[src/rtl/ysyx_24100012_branch_pkg.sv]
// +----------------------------------------------------------------------------+
// | ysyx_24100012_branch_pkg : shared constants/types for the branch unit      |
// | Rev 1.0 : initial release                                                  |
// +----------------------------------------------------------------------------+
`default_nettype none

package ysyx_24100012_branch_pkg;

  localparam logic [1:0] PCTYPE_SEQ  = 2'b00;
  localparam logic [1:0] PCTYPE_BR   = 2'b01;
  localparam logic [1:0] PCTYPE_JAL  = 2'b10;
  localparam logic [1:0] PCTYPE_JALR = 2'b11;

  localparam logic [2:0] F3_BEQ  = 3'b000;
  localparam logic [2:0] F3_BNE  = 3'b001;
  localparam logic [2:0] F3_BLT  = 3'b100;
  localparam logic [2:0] F3_BGE  = 3'b101;
  localparam logic [2:0] F3_BLTU = 3'b110;
  localparam logic [2:0] F3_BGEU = 3'b111;

  typedef logic [1:0] bht_ctr_t;

  localparam bht_ctr_t BHT_INIT = 2'b01;

  // Saturating 2-bit step: 00 <-> 11, never wraps.
  function automatic bht_ctr_t bht_next(input bht_ctr_t c, input logic taken);
    if (taken) return (c == 2'b11) ? c : c + 2'b01;
    return (c == 2'b00) ? c : c - 2'b01;
  endfunction

endpackage

`default_nettype wire

[src/rtl/ysyx_24100012_bht.sv]
// +----------------------------------------------------------------------------+
// | ysyx_24100012_bht : 2-bit saturating branch history table                  |
// | Rev 1.0 : initial release                                                  |
// +----------------------------------------------------------------------------+
`default_nettype none

module ysyx_24100012_bht
  import ysyx_24100012_branch_pkg::*;
#(
  parameter int ENTRIES = 64,
  parameter int IDX_W   = 6
) (
  input  logic             clk,
  input  logic             rst,
  input  logic [IDX_W-1:0] rd_idx_i,
  output logic             rd_taken_o,
  input  logic             wr_en_i,
  input  logic [IDX_W-1:0] wr_idx_i,
  input  logic             wr_taken_i
);

  bht_ctr_t ctr_q [ENTRIES];

  always_ff @(posedge clk) begin
    if (rst) begin
      for (int i = 0; i < ENTRIES; i++) ctr_q[i] <= BHT_INIT;
    end else if (wr_en_i) begin
      ctr_q[wr_idx_i] <= bht_next(ctr_q[wr_idx_i], wr_taken_i);
    end
  end

  // Read sees the stored value; a same-cycle update is not forwarded.
  assign rd_taken_o = ctr_q[rd_idx_i][1];

endmodule

`default_nettype wire

[src/rtl/ysyx_24100012_branch_unit.sv]
// +----------------------------------------------------------------------------+
// | ysyx_24100012_branch_unit : registered branch resolution with BHT + stats  |
// | Rev 1.0 : initial release                                                  |
// +----------------------------------------------------------------------------+
`default_nettype none

module ysyx_24100012_branch_unit
  import ysyx_24100012_branch_pkg::*;
#(
  parameter int ADDR_WIDTH  = 32,
  parameter int DATA_WIDTH  = 32,
  parameter int BHT_ENTRIES = 64,
  parameter int CNT_WIDTH   = 32
) (
  input  logic                  clk,
  input  logic                  rst,
  input  logic [ADDR_WIDTH-1:0] lookup_pc,
  output logic                  lookup_taken,
  input  logic                  in_valid,
  output logic                  in_ready,
  input  logic [ADDR_WIDTH-1:0] in_pc,
  input  logic [ADDR_WIDTH-1:0] in_imm,
  input  logic [2:0]            in_func3,
  input  logic [1:0]            in_pctype,
  input  logic [DATA_WIDTH-1:0] in_rs1,
  input  logic [DATA_WIDTH-1:0] in_rs2,
  input  logic                  in_pred_taken,
  input  logic                  flush,
  output logic                  out_valid,
  input  logic                  out_ready,
  output logic                  out_taken,
  output logic                  out_redirect,
  output logic [ADDR_WIDTH-1:0] out_next_pc,
  output logic [CNT_WIDTH-1:0]  stat_branches,
  output logic [CNT_WIDTH-1:0]  stat_mispredicts
);

  localparam int IDX_W = $clog2(BHT_ENTRIES);

  logic                  cond;
  logic                  taken;
  logic                  redirect;
  logic                  is_br;
  logic                  accept;
  logic [ADDR_WIDTH-1:0] jalr_sum;
  logic [ADDR_WIDTH-1:0] target;
  logic [ADDR_WIDTH-1:0] next_pc;

  logic                  out_valid_q, out_valid_d;
  logic                  out_taken_q;
  logic                  out_redirect_q;
  logic [ADDR_WIDTH-1:0] out_next_pc_q;
  logic [CNT_WIDTH-1:0]  stat_br_q, stat_br_d;
  logic [CNT_WIDTH-1:0]  stat_mp_q, stat_mp_d;
  logic                  unused_lookup_bits;

  always_comb begin
    cond = 1'b0;
    case (in_func3)
      F3_BEQ:  cond = (in_rs1 == in_rs2);
      F3_BNE:  cond = (in_rs1 != in_rs2);
      F3_BLT:  cond = ($signed(in_rs1) <  $signed(in_rs2));
      F3_BGE:  cond = ($signed(in_rs1) >= $signed(in_rs2));
      F3_BLTU: cond = (in_rs1 <  in_rs2);
      F3_BGEU: cond = (in_rs1 >= in_rs2);
      default: cond = 1'b0;
    endcase
  end

  always_comb begin
    taken    = 1'b0;
    redirect = 1'b0;
    case (in_pctype)
      PCTYPE_SEQ:  begin taken = 1'b0; redirect = 1'b0; end
      PCTYPE_BR:   begin taken = cond; redirect = (cond != in_pred_taken); end
      default:     begin taken = 1'b1; redirect = 1'b1; end
    endcase
  end

  assign jalr_sum = ADDR_WIDTH'(in_rs1) + in_imm;
  assign target   = (in_pctype == PCTYPE_JALR) ? {jalr_sum[ADDR_WIDTH-1:1], 1'b0}
                                               : in_pc + in_imm;
  assign next_pc  = taken ? target : in_pc + ADDR_WIDTH'(4);

  assign in_ready = !out_valid_q || out_ready;
  assign accept   = in_valid && in_ready && !flush;
  assign is_br    = (in_pctype == PCTYPE_BR);

  // Flush wins over both a new accept and a completing transfer.
  always_comb begin
    out_valid_d = out_valid_q;
    if (flush)          out_valid_d = 1'b0;
    else if (accept)    out_valid_d = 1'b1;
    else if (out_ready) out_valid_d = 1'b0;
  end

  always_comb begin
    stat_br_d = stat_br_q;
    stat_mp_d = stat_mp_q;
    if (accept && is_br) begin
      if (stat_br_q != '1) stat_br_d = stat_br_q + CNT_WIDTH'(1);
      if (redirect && (stat_mp_q != '1)) stat_mp_d = stat_mp_q + CNT_WIDTH'(1);
    end
  end

  always_ff @(posedge clk) begin
    if (rst) begin
      out_valid_q    <= 1'b0;
      out_taken_q    <= 1'b0;
      out_redirect_q <= 1'b0;
      out_next_pc_q  <= '0;
      stat_br_q      <= '0;
      stat_mp_q      <= '0;
    end else begin
      out_valid_q <= out_valid_d;
      stat_br_q   <= stat_br_d;
      stat_mp_q   <= stat_mp_d;
      if (accept) begin
        out_taken_q    <= taken;
        out_redirect_q <= redirect;
        out_next_pc_q  <= next_pc;
      end
    end
  end

  ysyx_24100012_bht #(
    .ENTRIES (BHT_ENTRIES),
    .IDX_W   (IDX_W)
  ) u_bht (
    .clk        (clk),
    .rst        (rst),
    .rd_idx_i   (lookup_pc[IDX_W+1:2]),
    .rd_taken_o (lookup_taken),
    .wr_en_i    (accept && is_br),
    .wr_idx_i   (in_pc[IDX_W+1:2]),
    .wr_taken_i (taken)
  );

  assign unused_lookup_bits = ^{lookup_pc[ADDR_WIDTH-1:IDX_W+2], lookup_pc[1:0]};

  assign out_valid        = out_valid_q;
  assign out_taken        = out_taken_q;
  assign out_redirect     = out_redirect_q;
  assign out_next_pc      = out_next_pc_q;
  assign stat_branches    = stat_br_q;
  assign stat_mispredicts = stat_mp_q;

endmodule

`default_nettype wire

[config.mk]
export PLATFORM = sky130hd
export DESIGN_NAME = ysyx_24100012_branch_unit
export DESIGN_NICKNAME = d
export VERILOG_FILES = /design/src/rtl/ysyx_24100012_branch_pkg.sv /design/src/rtl/ysyx_24100012_bht.sv /design/src/rtl/ysyx_24100012_branch_unit.sv
export SDC_FILE = /design/constraint.sdc
export NUM_CORES = 1
export LEC_CHECK = 0
export CAP_MARGIN = 20
export CORE_MARGIN = 2
export CORE_UTILIZATION = 50
export CTS_BUF_LIST = sky130_fd_sc_hd__clkbuf_8
export DETAILED_ROUTE_END_ITERATION = 7
export MAX_ROUTING_LAYER = met4
export PLACE_DENSITY = 0.78
export SYNTH_ARGS = -nofsm -noshare
export SYNTH_HDL_FRONTEND = slang
export SYNTH_HIERARCHICAL = 1
export SYNTH_SLANG_ARGS = --single-unit
[constraint.sdc]
create_clock -name clk -period 4.52 [get_ports clk]
set_clock_uncertainty 0.2 [all_clocks]
set_input_delay 0.678 -clock clk [delete_from_list [all_inputs] [get_ports clk]]
set_output_delay 0.678 -clock clk [all_outputs]
set_load 0.1 [all_outputs]
Yosys cells after proc, flatten, opt, wreduce, memory -nomap -nowiden
Memories as Yosys holds them, arrays and structs flattened.
Cells that the tools add are included.
- register bits: 99
- memory bits (writable): 128
- bits of input ports: 171
- output and inout bits: 101
- word-level logic and storage cells: 70
- memories kept: 1
- memory list (memory ; depth ; bits a word ; read ports ; clocked after memory_dff ; wr ports ; line ; RTL):
    u_bht.ctr_q ; 64 ; 2 ; 2 ; 0 ; 64 ; ysyx_24100012_bht.sv:22 ; bht_ctr_t ctr_q [ENTRIES];
- $add $sub $neg: 7
- $lt $le $gt $ge: 4
- equal/unequal tests: 13
- mux-type cells: 24
- reductions and logical operators: 15
- operators by type and width (cell ; number):
    adder 32 x 1 -> 32 bit, second input constant ; 2
    adder 32 bit ; 2
    greater-or-equal comparator 32 bit ; 2
    less-than comparator 32 bit ; 2
    2-to-1 mux 32 bit ; 2
    != test 32 bit, second input constant ; 2
    adder 32 x 3 -> 32 bit, second input constant ; 1
    equality test 32 bit ; 1
    != test 32 bit ; 1
    2-to-1 mux 2 bit ; 7
    equality test 3 bit, second input constant ; 4
    2-to-1 mux 1 bit ; 11
    2-to-1 mux 6 bit ; 1
    one-hot mux 1 bit (6 select lines) ; 1
    equality test 2 bit, second input constant ; 2
    logical AND 1 bit ; 4
    zero test 2 bit ; 2
    one-hot mux 1 bit (2 select lines) ; 2
    AND reduction 2 bit ; 2
    OR reduction 2 bit ; 2
    equality test 3 x 1 -> 1 bit, second input constant ; 1
    zero test 3 bit ; 1
    adder 2 x 1 -> 2 bit, second input constant ; 1
    equality test 2 x 1 -> 1 bit, second input constant ; 1
    other kinds (5) ; 6

Depth between registers and ports, before layout
- depth after elaboration: 11
- mapped depth: 16
- gate-level depth less buffers: 13

Hierarchy
Netlist, hierarchy kept.
- modules (own cells, without submodules) (module ; instances ; cells an instance ; area an instance (um^2) ; seq. area each (um^2)):
    ysyx_24100012_branch_unit ; 1 ; 1256 ; 9710.6 ; 1981.9
    ysyx_24100012_bht ; 1 ; 625 ; 7086.8 ; 3843.7

Least setup slack after synthesis
Ideal clock, no wire load.
- path type: input to output
- start: in lookup_pc[2]
- end: out lookup_taken
- arrival time: 3688 ps
- data required time: 3642 ps
- path slack: -46 ps
- cell stages on the path: 6
- buffers on the path: 2
- cell sequence: clkbuf_1 -> buf_1 -> mux4_2 -> mux4_2 -> mux2i_1 -> a21oi_1
- word-level cells in the longest chain between the ends: 1
- RTL lines (what ; line ; RTL):
    start, declared ; ysyx_24100012_branch_unit.sv:17 ; input logic [ADDR_WIDTH-1:0] lookup_pc,
    memory read (64 x 2 bit) ; - ;
    end, declared ; ysyx_24100012_branch_unit.sv:18 ; output logic lookup_taken,
Every way passes these cells.

==> insert_results.sql <==
INSERT INTO impl_metrics (metric_group, metric, value, unit) VALUES
('yosys', 'post_synth.cell_area_avg', '8.930', 'µm²'),
('sta', 'post-route-min-period', '4.087', 'ns'),
('routing', 'routed_wirelength', '52130', 'µm'),
('yosys', 'synth.yosys.seq_area_share', '34.68', '%'),
('setup_path', 'worst-setup-path-type', 'input port to flip-flop', ''),
('placed_design', 'port-buffer-count', '245', ''),
('power_and_ir_drop', 'total_leakage_power', '7.869', 'nW'),
('routing', 'drt-vias-per-instance', '6.103', ''),
('yosys', 'synth_cell_types', '90', ''),
('cts', 'clock_tree_from_tritoncts', 'built', ''),
('floorplan', 'die_height', '187.3', 'µm'),
('yosys', 'synth_top_flop_cell', 'edfxtp_1', ''),
('routing', 'num_vias', '16179', ''),
('sta', 'final_hold_viol_count', '0', ''),
('sta', 'timing.fmax', '0.2447', 'GHz'),
('yosys', 'synthesis.yosys.warnings', '6', ''),
('yosys', 'postSynthNetCount', '2150', ''),
('routing', '1st_pass_router_iterations', '5', ''),
('layout', 'num-nets-final', '2439', ''),
('layout', 'seq_area', '0.005826', 'mm²'),
('layout', 'layout_commonest_cell', 'clkdlybuf4s50_1', ''),
('yosys', 'synthCells', '1881', ''),
('grt', 'grt_start_max_net_pins', '85', ''),
('sta', 'worst_pin_slew', '1.058', 'ns'),
('outcome', 'status', 'completed', ''),
('setup_path', 'cp_data_required_time', '4.59', 'ns'),
('routing', 'ant_nets', '0', ''),
('placed_design', 'place_worst_setup_slack', '-0.1395', 'ns'),
('layout', 'multiInputGateArea', '0.01021', 'mm²'),
('sta', 'fin_crit_sh', '90.42', '%'),
('layout', 'area.growth.synth_to_final', '26.00', '%'),
('floorplan', 'initial_utilization', '50.47', '%'),
('yosys', 'synth_area', '0.01680', 'mm²'),
('placed_design', 'globalplace.congestion', '1.031', ''),
('layout', 'fraction_of_final_layout_cells_sized_beyond_drive_strength_1', '12.44', '%'),
('grt', 'grt_antenna_before_repair', '0', ''),
('sta', 'slew_viol_final', '0', ''),
('sta', 'setup_violations', '0', ''),
('flow_run', 'maxCapViolCount', '0', ''),
('setup_path', 'worstPathCellList', 'clkdlybuf4s50_1 -> inv_1 -> ha_1 -> nand4_1 -> nor4_2 -> buf_4 -> or3b_1 -> xor2_1 -> o21bai_4 -> o211a_4 -> a31oi_4 -> inv_2 -> inv_1 -> maj3_2 -> buf_12 -> nand3_1', ''),
('setup_path', 'top_cell_family_by_delay_on_the_critical_path', 'buffers and inverters', ''),
('cts', 'ctsResizeCount', '0', ''),
('setup_path', 'critical_path_buf_inv_count', '6', ''),
('grt', 'grt_pass1_vias', '16097', ''),
('floorplan', 'rows', '67', ''),
('cts', 'ctsHoldBuffers', '0', ''),
('layout', 'layout_common_cells', 'clkdlybuf4s50_1 (241), nor2_1 (178), nand2_1 (166)', ''),
('setup_path', 'path_max_fanout', '36', ''),
('routing', 'drc_errors', '0', ''),
('cts', 'cts_num_sinks', '227', ''),
('yosys', 'postSynthRegisterBits', '227', ''),
('layout', 'num_antenna_cells', '0', ''),
('floorplan', 'floorplan.die_area', '0.03508', 'mm²'),
('setup_path', 'cp-start-kind', 'input port', ''),
('cts', 'cts.path.max_buffers', '3', ''),
('sta', 'setup_slack', '0.4330', 'ns'),
('setup_path', 'critical_path_at', '4.15', 'ns'),
('cts', 'clock_transition_at_the_registers_of_the_reported_paths', '0.06', 'ns'),
('placed_design', 'dp_hpwl', '38750', 'µm'),
('setup_path', 'timing.reg2reg.worst_path_depth', '9', ''),
('grt', 'final_global_route_overflow_total', '0', ''),
('cts', 'insertion_delay', '0.57', 'ns'),
('setup_path', 'cp_common_cell', 'inv_1', ''),
('grt', 'first_pass_grt_wire_length', '82260', 'µm'),
('floorplan', 'dieWidth', '187.3', 'µm'),
('yosys', 'async_flop_share', '0', '%'),
('sta', 'slew-limit-headroom', '29.27', '%'),
('layout', 'filler_cell_count', '2707', ''),
('setup_path', 'endpoint_kind', 'flip-flop', ''),
('routing', 'post_drt_wl_per_cell', '19.66', 'µm'),
('setup_path', 'timing.critical_path.depth', '16', '');
layout make-up:
class | count | area share [%]
clock inverter | 26 | 0.8749
clock buffer | 51 | 3.316
sequential | 227 | 27.52
inverter | 61 | 1.082
tap | 448 | 2.648
timing repair buffer | 362 | 16.30
multi-input combinational | 1476 | 48.25
worst reg2reg max path, delay by kind of cell, from the launching register on:
family | cells | cell delay, ns
DFF | 1 | 0.31
buffers and inverters | 2 | 0.52
and+or+nand+nor | 7 | 1.97
metal layers:
layer | up-vias | track usage (%) | part of all wire (%) | wire length [µm]
li1 | 7568 | - | - | -
met1 | 7592 | 34.74 | 38 | 19670
met2 | 857 | 51.40 | 49 | 25740
met3 | 162 | 4.972 | 9.1 | 4730
met4 | 0 | 11.45 | 3.8 | 1984
met5 | - | - | 0 | 0
stage by stage:
| step | area (µm²) | util [%] | hold WS [ns] | setup TNS (ns) | instances |
|---|---|---|---|---|---|
| after floorplan | 16800 | - | 0.5573 | 0 | 1881 |
| after global routing | 21170 | 63.60 | 0.2995 | 0 | 2651 |
| after global placement | 20250 | 60.85 | 0.2633 | -1.716 | 2573 |
| final | 21170 | 63.60 | 0.2802 | 0 | 2651 |
| after detailed placement | 20250 | 60.85 | 0.2607 | -8.157 | 2573 |
| after CTS | 21140 | 63.51 | 0.2748 | 0 | 2650 |
final timing paths:
kind                                      endpoint                         start  slack [ns]
hold / removal        out_next_pc[29]$_SDFFE_PP0P_  out_next_pc[29]$_SDFFE_PP0P_        0.28
setup / recovery   u_bht/ctr_q[0][0]$_SDFFCE_PN1P_                    in_rs2[25]        0.43
setup reg to reg  u_bht/ctr_q[40][0]$_SDFFCE_PN1P_        out_valid$_SDFFE_PP0P_        1.26
hold reg to reg       out_next_pc[29]$_SDFFE_PP0P_  out_next_pc[29]$_SDFFE_PP0P_        0.28
sequential cells by signal, indices dropped and copies added (netlist names):
name and flops:
out_redirect 1, stat_mispredicts 32, stat_branches 32, out_taken 1, out_valid 1, out_next_pc 32, u_bht/ctr_q 128
cells by family after synthesis:
| group | share of synthesized area [%] |
|---|---|
| AND/OR/NAND/NOR | 22.31 |
| AO/OA/AOI/OAI | 16.48 |
| flip-flops | 34.68 |
| buffers and inverters | 4.633 |
| multiplexers | 9.013 |
| XOR/XNOR | 5.371 |
| adder cells (fa/ha/maj) | 7.516 |
cell usage after synthesis (6+ instances only):
cell	instances	area, µm²
mux2i_1	50	500.5
nor2_1	178	668.1
o31ai_1	24	180.2
edfxtp_1	128	3844
xnor2_1	62	543.0
a21o_1	36	270.3
a211oi_1	21	157.7
nand3_1	120	600.6
and4_1	10	87.58
clkbuf_1	73	274.0
a31oi_1	15	93.84
mux2_1	12	135.1
o211ai_1	17	127.6
nand2b_1	20	125.1
or3_1	11	68.82
o21a_1	8	60.06
a21oi_2	10	87.58
inv_1	60	225.2
nor3b_1	6	45.04
a21oi_1	89	445.4
xor2_1	41	359.1
nand3b_1	26	195.2
nand2_1	166	623.1
mux4_2	29	653.1
nor4_1	18	112.6
ha_1	96	1201
o21ai_0	94	470.5
buf_1	12	45.04
and2_1	13	81.33
and3_1	25	156.4
mux2_2	20	225.2
buf_6	10	112.6
nor3_1	51	255.2
nor2b_1	42	262.8
a22oi_1	9	67.56
nand4_1	42	262.8
o22ai_1	8	50.05
dfxtp_1	99	1982
a221oi_1	12	105.1
buf_2	19	95.09
o21bai_1	7	52.55
report_power, final:
part | leakage (nW) | internal (W) | switching (W)
clock network | 0.489 | 0.00115 | 0.000926
logic | 5.46 | 0.000640 | 0.000966
registers | 1.92 | 0.00222 | 0.0000324
total | 7.87 | 0.00401 | 0.00193
No activity file was read; power rests on OpenSTA's default activity.
